## src/rtl/fetch_predecode_queue.sv

```systemverilog
// rtl/fetch_predecode_queue.sv - single-outstanding instruction fetch with predecode, PC steering and dispatch queue
//
// Purpose:
//   Issues one word fetch at a time, predecodes the returned instruction
//   (B-type uses the predictor bit, JAL always taken), steers the next PC and
//   buffers {pc, inst, pred_taken, pred_idx} in a circular FIFO for dispatch.
//   A redirect clears the queue, reloads the PC and discards any in-flight word.
//
// Ports:
//   clk, rst                       clock, asynchronous active-high reset
//   mem_req_valid/addr/ready       fetch request handshake (word-aligned address)
//   mem_resp_valid/data            returned instruction (one-cycle pulse)
//   which_predictor, jump_in       predictor index pc[4:2] out, taken bit back
//   redirect_valid, redirect_pc    flush / mispredict restart
//   out_valid/ready, out_pc, out_inst, out_pred_taken, out_pred_idx
//                                  queue head towards dispatch
//
// Configuration:
//   FETCH_BYPASS_EN  when defined, a response arriving at an empty queue is
//                    presented on out_* in the same cycle and, if consumed,
//                    never written into the queue.

module fetch_predecode_queue #(
   parameter int          DEPTH    = 8,
   parameter logic [31:0] RESET_PC = 32'h0
) (
   input  logic        clk,
   input  logic        rst,
   output logic        mem_req_valid,
   output logic [31:0] mem_req_addr,
   input  logic        mem_req_ready,
   input  logic        mem_resp_valid,
   input  logic [31:0] mem_resp_data,
   output logic [2:0]  which_predictor,
   input  logic        jump_in,
   input  logic        redirect_valid,
   input  logic [31:0] redirect_pc,
   output logic        out_valid,
   input  logic        out_ready,
   output logic [31:0] out_pc,
   output logic [31:0] out_inst,
   output logic        out_pred_taken,
   output logic [2:0]  out_pred_idx
);

   localparam int AW = $clog2(DEPTH);

   typedef enum logic [1:0] {IDLE, REQ, DROP} state_t;

   state_t         state, state_next;
   logic [31:0]    pc;
   logic [AW:0]    count;
   logic [AW-1:0]  rd_ptr, wr_ptr;

   logic [31:0]    q_pc    [DEPTH];
   logic [31:0]    q_inst  [DEPTH];
   logic           q_taken [DEPTH];
   logic [2:0]     q_idx   [DEPTH];

   logic [6:0]     opcode;
   logic           is_b, is_jal;
   logic [31:0]    imm_b, imm_j;
   logic           pd_taken;
   logic [31:0]    pd_next;
   logic           resp_take, empty, bypass, push, pop, handshake;

   // Predecode of the returned word. While a request is outstanding pc still
   // holds the address of that request, so pc is the instruction's own PC.
   assign opcode   = mem_resp_data[6:0];
   assign is_b     = (opcode == 7'b1100011);
   assign is_jal   = (opcode == 7'b1101111);
   assign imm_b    = {{19{mem_resp_data[31]}}, mem_resp_data[31], mem_resp_data[7],
                      mem_resp_data[30:25], mem_resp_data[11:8], 1'b0};
   assign imm_j    = {{11{mem_resp_data[31]}}, mem_resp_data[31], mem_resp_data[19:12],
                      mem_resp_data[20], mem_resp_data[30:21], 1'b0};
   assign pd_taken = is_jal | (is_b & jump_in);
   assign pd_next  = is_jal             ? pc + imm_j :
                     (is_b & jump_in)   ? pc + imm_b : pc + 32'd4;

   assign which_predictor = pc[4:2];

   assign empty     = (count == '0);
   assign resp_take = (state == REQ) && mem_resp_valid && !redirect_valid;
`ifdef FETCH_BYPASS_EN
   assign bypass    = resp_take && empty;
`else
   assign bypass    = 1'b0;
`endif

   assign mem_req_valid = !rst && (state == IDLE) && (count < (AW+1)'(DEPTH));
   assign mem_req_addr  = mem_req_valid ? pc : 32'h0;
   assign handshake     = mem_req_valid && mem_req_ready;

   assign out_valid      = !empty || bypass;
   assign out_pc         = !empty ? q_pc[rd_ptr]    : bypass ? pc       : 32'h0;
   assign out_inst       = !empty ? q_inst[rd_ptr]  : bypass ? mem_resp_data : 32'h0;
   assign out_pred_taken = !empty ? q_taken[rd_ptr] : bypass & pd_taken;
   assign out_pred_idx   = !empty ? q_idx[rd_ptr]   : bypass ? pc[4:2]  : 3'd0;

   // A bypassed word that dispatch takes right away never occupies a slot.
   assign pop  = !empty && out_ready && !redirect_valid;
   assign push = resp_take && !(bypass && out_ready);

   always_comb begin
      state_next = state;
      case (state)
         IDLE:    if (handshake)      state_next = REQ;
         REQ:     if (mem_resp_valid) state_next = IDLE;
         DROP:    if (mem_resp_valid) state_next = IDLE;
         default:                     state_next = IDLE;
      endcase
      // Any response still in flight after a redirect must be swallowed,
      // including one whose request is being accepted this very cycle.
      if (redirect_valid) begin
         if ((((state == REQ) || (state == DROP)) && !mem_resp_valid) || handshake)
            state_next = DROP;
         else
            state_next = IDLE;
      end
   end

   always_ff @(posedge clk or posedge rst) begin
      if (rst) begin
         state  <= IDLE;
         pc     <= RESET_PC;
         count  <= '0;
         rd_ptr <= '0;
         wr_ptr <= '0;
      end else begin
         state <= state_next;
         if (redirect_valid) begin
            pc     <= redirect_pc;
            count  <= '0;
            rd_ptr <= '0;
            wr_ptr <= '0;
         end else begin
            if (resp_take) pc <= pd_next;
            if (push)      wr_ptr <= wr_ptr + 1'b1;
            if (pop)       rd_ptr <= rd_ptr + 1'b1;
            case ({push, pop})
               2'b10:   count <= count + 1'b1;
               2'b01:   count <= count - 1'b1;
               default: count <= count;
            endcase
         end
      end
   end

   // Entry storage needs no reset: out_* are gated by count.
   always_ff @(posedge clk) begin
      if (push) begin
         q_pc[wr_ptr]    <= pc;
         q_inst[wr_ptr]  <= mem_resp_data;
         q_taken[wr_ptr] <= pd_taken;
         q_idx[wr_ptr]   <= pc[4:2];
      end
   end

endmodule

```

## config.mk

```make
export PLATFORM = sky130hd
export DESIGN_NAME = fetch_predecode_queue
export DESIGN_NICKNAME = d
export VERILOG_FILES = /design/src/rtl/fetch_predecode_queue.sv
export SDC_FILE = /design/constraint.sdc
export NUM_CORES = 1
export LEC_CHECK = 0
export ABC_CLOCK_PERIOD_IN_PS = 9340
export BUFFER_PORTS_ARGS = -buffer_cell sky130_fd_sc_hd__buf_2
export CELL_PAD_IN_SITES_DETAIL_PLACEMENT = 1
export CELL_PAD_IN_SITES_GLOBAL_PLACEMENT = 2
export CORE_ASPECT_RATIO = 1.2
export CORE_UTILIZATION = 45
export CTS_BUF_LIST = sky130_fd_sc_hd__clkbuf_16
export DETAILED_ROUTE_END_ITERATION = 8
export GPL_ROUTABILITY_DRIVEN = 1
export PLACE_DENSITY = 0.89
export SYNTH_ARGS = -nofsm -noshare
export SYNTH_HDL_FRONTEND = slang
export SYNTH_SLANG_ARGS = --single-unit
export TNS_END_PERCENT = 50
```

## constraint.sdc

```tcl
create_clock -name clk -period 9.34 [get_ports clk]
set_input_delay 0.934 -clock clk [delete_from_list [all_inputs] [get_ports clk]]
set_output_delay 0.934 -clock clk [all_outputs]
set_load 0.1 [all_outputs]
```

==> metrics.txt, run 1 <==
status completed; TritonCTS clock tree yes; clk sink count 564; CP max FO 48; Yosys top cell by area edfxtp_1; Yosys Warn Count 0; Synth Area per Inst 15.6 sq um; minimum clock period 4.89 ns; # Post-CTS Setup Buffers 0; Worst Clk Skew 0.0345 ns; clock buffer depth 3; Crit-path slowest cell dfrtp_4; Leakage 9.90 nW; Worst path max stage delay 1.09 ns; initial DRC count 1,207; DRC Markers 0; initial antenna violation count 4; Top delay family on crit path buffers and inverters; Slew Viols, Final 0; kind of critical path reg -> out; CTS resizes 0; Vias/cell 6.09; Synth Flop Type edfxtp_1; relative slew slack 0.210; Nets 1,938; number of global-route vias before repair 17,211; gpl congestion 0.854; Avg WL per Cell 27.6 microns; CTS Root Cell clkbuf_16; Worst Hold Class in -> async; endpoints failing setup 0; FFs w/ async S/R, synth 0.0780; Final Hold Viols 0; RSZ-0062 raised after global routing false; FF+latch count, synth 564; Critical Path Sink Type primary output; CTS buffer count 54; IO buf count 175; largest net degree at the start of global routing 75; Synth area leaders edfxtp_1 60%, mux4_2 11%, dfrtp_1 4.3%, mux2i_1 2.7%, ha_1 2.4%; cts hold-fix bufs 0; CORE AREA 56,500 sq um; max-cap viol count 0; HPWL after DPL 44,000 microns; crit path DAT 3.95 ns; Clock H-tree levels 2; sequential area share after synthesis 0.646; first-pass GRT wire length 108,000 microns; IO Pins 176; routed wire length 71,500 microns; FMAX 0.205 GHz; count leader, synth edfxtp_1; setup_tns 0 ns; Synth top cells by count 520 x edfxtp_1, 148 x nor2_1, 130 x mux4_2; Initial Util 0.459; final period utilization 0.523; CTS clk-pin slew, worst paths 0.06 ns; CP Launch Type register; Post-Syn Instances 1,656; Unique masters post-synth 82; PD cells 290 nW/um^2; post-synthesis cell area 25,900 sq um; Total GRT Usage 0.247; DRT Pass-1 Iters 5; Critical Path, Cell by Cell buf_4 > mux4_2 > mux2i_1 > nor2_1 > buf_2; GRT overflow 0; Area growth syn-to-layout 12.6%; die width 221 microns; worst slew pin tran 1.18 ns; Final ANT Viol Nets 0; fraction of layout cells with a size suffix above 1 0.243; Post-synth EDFFs 520; Yosys top cell area share 0.603; Post-Syn Nets 1,780; WP buf/inv 2; clock latency on the worst-skew pair 0.63 ns; routed via count 15,778; die outline height 265 microns; Max IR drop VDD 0.000279 V; Pwr Total 8.46 mW; full die area 58,500 sq um; Critical Path RT 8.41 ns; Core Rows 95
## cell families (layout without fill, tap and decap cells)
kind of cell | count (synthesis) | after routing | share of synthesized area
mux | 203 | 203 | 0.141
other cells | 0 | 3 | 0
simple gates | 362 | 362 | 0.0665
buf+inv | 132 | 335 | 0.0238
flops | 564 | 564 | 0.646
compound gates | 286 | 286 | 0.0771
fa+ha+maj | 53 | 53 | 0.0265
xor+xnor | 56 | 56 | 0.0189
## report_power, final
part	switching (mW)	total, mW	internal (mW)
Combinational	2.60	3.35	0.748
Sequential	0.179	3.01	2.83
Clock	0.959	2.10	1.14
Total	3.74	8.46	4.72
## state kept, by name (all words and copies together) (netlist names)
register / flops
q_taken: 8
wr_ptr: 3
rd_ptr: 3
pc: 32
q_idx: 16
state: 2
q_inst: 256
count: 4
q_pc: 240
## layout by cell type, fill, tap and decap left out, types with 5 or more instances in the layout
cell type   instances
edfxtp_1          520
buf_2             175
nor2_1            145
mux4_2            130
a21oi_1            76
nand2_1            74
mux2i_1            71
clkbuf_16          54
ha_1               50
inv_1              45
dfrtp_1            41
o21ai_0            40
and2_1             39
xnor2_1            32
buf_4              27
xor2_1             24
a21o_1             22
nand3_1            21
a211oi_1           17
nor3_1             15
o211ai_1           14
o21ai_1            13
nand4_1            12
a31oi_1            11
clkinv_1           11
a221o_1            10
o31ai_1            10
and3_1              9
nand2b_1            9
clkinv_2            9
a221oi_1            7
o221ai_1            7
o22ai_1             6
o21bai_1            5
a2111oi_0           5
clkinvlp_4          5
## path summary, 6_finish.rpt
check,end,cells past startpoint,slack [ns],start
worst max-delay path,out_pc[16],5,4.45,rd_ptr[0]
worst min-delay path,pc[0],2,0.20,rst
worst max register to register,pc[21],11,5.33,pc[2]
worst min register to register,state[1],2,0.52,state[1]
max in group asynchronous,rd_ptr[2],3,8.16,rst
min in group clk,state[1],2,0.52,state[1]
## metal layers
metal,up-vias,GRT usage,share of wire
li1,6847,-,-
met1,8170,0.306,0.40
met2,583,0.435,0.51
met3,176,0.0303,0.049
met4,2,0.108,0.042
met5,-,0,0.00011
## layout make-up
class	count	area [sq um]
tap	727	910
clock buffer	54	1350
antenna	3	7.51
sequential	564	16700
fill	5415	27300
clock inverter	47	334
inverter	32	120
timing repair buffer	202	1080
multi-input combinational	960	8620
## worst register-to-register path: stages, from the launching register on
cell and delay [ns]:
dfrtp_1 0.94, inv_1 0.24, fa_1 0.49, nand2b_1 0.20
a21oi_1 0.25, o31ai_1 0.16, o21bai_1 0.45, a22o_1 0.29
a21bo_2 0.28, nor2_1 0.06, a2111oi_0 0.42, nor3_1 0.11
## metrics by stage
stage	utilization	hold WS (ns)	worst slack (ns)	cell area (sq um)	cells
global route	0.516	0.186	4.18	29100	2588
finish	0.516	0.195	4.45	29100	2589
floorplan	-	0.466	1.09	25900	1656
CTS	0.516	0.174	4.34	29100	2586
global placement	0.486	0.486	5.02	27500	2485
detailed placement	0.486	0.523	5.03	27500	2485
Power figures use the tool's default switching activity.
==> run 2: changes to the inputs <==
- ABC_CLOCK_PERIOD_IN_PS: 9340 -> 4700
- clock period: 9.34 -> 4.7 ns (I/O delays scaled with it)
==> run 2 against run 1 <==
Sequential power rose by 97%. Flip-flop and latch count did not move. Critical path depth rose by 1. First-iteration DRC count fell by 1.7%. Utilization rose by 0.44 points. Power rose by 100%. Sequential share of layout area fell by 0.48 points. Routed wire length rose by 2.2%. Clock power rose by 100%. Combinational power rose by 100%. Critical path type unchanged.
==> metrics.txt, run 2 (synthesis gave the netlist of run 1 again) <==
status completed (unchanged); Worst path max stage delay 0.90 ns (was 1.09 ns); Crit-path slowest cell nor3b_2 (was dfrtp_4); HPWL after DPL 45,600 microns (was 44,000 microns); number of flip-flops in the largest register 256 (unchanged); Top delay family on crit path simple AND/OR/NAND/NOR gates (was buffers and inverters); routed wire length 73,100 microns (was 71,500 microns); biggest regs q_inst: 256 flops, q_pc: 240 flops, pc: 32 flops (unchanged); Nets 1,951 (was 1,938); relative slew slack 0.248 (was 0.210); kind of critical path reg -> out (unchanged); initial DRC count 1,186 (was 1,207); Fin Hold WS 0.0888 ns (was 0.195 ns); Vias/cell 6.11 (was 6.09); Clk pwr share 0.247 (was 0.248); endpoints failing setup 0 (unchanged); initial antenna violation count 3 (was 4); Clock H-tree levels 2 (unchanged); Critical Path Sink Type primary output (unchanged); Seq pwr share 0.349 (was 0.356); Initial Util 0.459 (unchanged); IO buf count 175 (unchanged); Post-Route Utilization 0.521 (was 0.516); PD cells 577 nW/um^2 (was 290 nW/um^2); register area 16,700 sq um (unchanged); CTS clk-pin slew, worst paths 0.06 ns (about the same); met3 WL post-DR 3750 microns (was 3530 microns); DRT Pass-1 Iters 7 (was 5); multi-input logic area 8630 sq um (was 8620 sq um); CTS resizes 0 (unchanged); clock buffer depth 3 (unchanged); most common cell after layout, fill and taps aside edfxtp_1 (unchanged); Switching Fraction 0.443 (was 0.442); Slew Viols, Final 0 (unchanged); IO Pins 176 (unchanged); Total GRT Usage 0.250 (was 0.247); Combinational Power Share 0.404 (was 0.396); CP max FO 21 (was 48); Area growth syn-to-layout 13.5% (was 12.6%); CORE AREA 56,500 sq um (unchanged); GRT overflow 0 (unchanged); CTS Root Cell clkbuf_16 (unchanged); minimum clock period 3.74 ns; Post-Place Setup Slack 1.06 ns (was 5.03 ns); Worst Clk Skew 0.0305 ns (was 0.0345 ns); Avg WL per Cell 28.1 microns (was 27.6 microns); final period utilization 0.796; wire length on met2 38,000 microns (was 36,600 microns); number of global-route vias before repair 17,088 (was 17,211); Final Hold Viols 0 (unchanged); FMAX 0.267 GHz; dpl cell area 27,700 sq um (was 27,500 sq um); largest net degree at the start of global routing 66 (was 75); RSZ-0062 raised after global routing false (unchanged); WP buf/inv 3 (was 2); Max IR drop VDD 0.000478 V (was 0.000279 V); Critical Path, Cell by Cell inv_1 > ha_1 > nor3b_2 > buf_4 > and2_1 > buf_2 (was buf_4 > mux4_2 > mux2i_1 > nor2_1 > buf_2); DRC Markers 0 (unchanged); first-pass GRT wire length 109,000 microns (was 108,000 microns); highest routed layer met4 (was met5); max-cap viol count 0 (unchanged); full die area 58,500 sq um (unchanged); met1 WL 28,800 microns (was 28,400 microns); Leakage 9.98 nW (was 9.90 nW); Critical Path RT 4.23 ns (was 8.41 ns); Cell Int Power 9.44 mW (was 4.72 mW); clk sink count 564 (unchanged); Worst Hold Class in -> reg (was in -> async); gpl congestion 0.886 (was 0.854); worst slew pin tran 1.12 ns (was 1.18 ns); switching power total 7.52 mW (was 3.74 mW); crit path DAT 3.27 ns (was 3.95 ns); CTS buffer count 53 (was 54); routed via count 15,878 (was 15,778); clock latency on the worst-skew pair 0.62 ns (was 0.63 ns); TritonCTS clock tree yes (unchanged); die outline height 265 microns (unchanged); reg-to-reg slack, setup 0.98 ns (was 5.33 ns); CP Launch Type register (unchanged); Core Rows 95 (unchanged); die width 221 microns (unchanged); fraction of layout cells with a size suffix above 1 0.249 (was 0.243); PnR worst setup slack 0.957 ns (was 4.45 ns); Reg with most FFs q_inst (unchanged); Finished Cell Area 29,400 sq um (was 29,100 sq um); most frequent cells in the layout 520 x edfxtp_1, 175 x buf_2, 145 x nor2_1 (unchanged); FILL cells 5,398 (was 5,415); Final ANT Viol Nets 0 (unchanged)
-- run 2: power by group through the flow --
stage / Clock, mW / Sequential [mW] / Combinational [mW]
2_1_floorplan: 0 / 5.85 / 5.63
4_1_cts: 4.24 / 5.92 / 6.89
6_report: 4.19 / 5.92 / 6.86
3_5_place_dp: 0 / 6.03 / 6.86
3_3_place_gp: 0 / 6.01 / 6.75
5_1_grt: 4.40 / 5.94 / 7.14
-- run 2: through the flow --
| stage | TNS, ns | power [mW] | instances |
|---|---|---|---|
| 2_1_floorplan | -307.13 | 11.5 | 1656 |
| 3_3_place_gp | 0 | 12.8 | 2498 |
| 3_5_place_dp | 0 | 12.9 | 2498 |
| 4_1_cts | 0 | 17.1 | 2597 |
| 5_1_grt | 0 | 17.5 | 2598 |
| 6_report | 0 | 17.0 | 2599 |
-- run 2: worst paths after layout --
check,start,to,depth (start not counted)
setup / recovery,state[0],mem_req_addr[13],6
hold / removal,redirect_pc[28],pc[28],3
setup reg to reg,pc[1],pc[27],12
hold reg to reg,state[1],state[1],2
max in group asynchronous,rst,rd_ptr[0],4
min in group asynchronous,rst,pc[0],3
-- run 2: area by class of cell --
type                       count  share of cell area
tap                          727              0.0309
timing repair buffer         216              0.0450
clock buffer                  53              0.0451
clock inverter                45              0.0119
multi-input combinational    960               0.294
antenna                        2            0.000170
inverter                      32             0.00409
sequential                   564               0.569
-- run 2: worst reg2reg max path, delay by kind of cell, from the launching register on --
family	cells	cell delay [ns]
compound gates	6	1.64
simple gates	3	0.50
flops	1	0.63
fa+ha+maj	2	0.74
buf+inv	1	0.09
-- run 2: routing by layer --
metal  GRT usage  vias up
met5           0        -
met4      0.0981        0
met3      0.0317      143
met2       0.449      562
met1       0.308     8296
li1            -     6877
-- run 2: timing repair --
action	in CTS	in global routing
hold endpoints to repair	4	0
hold buffers	1	0
buffers inserted	0	0
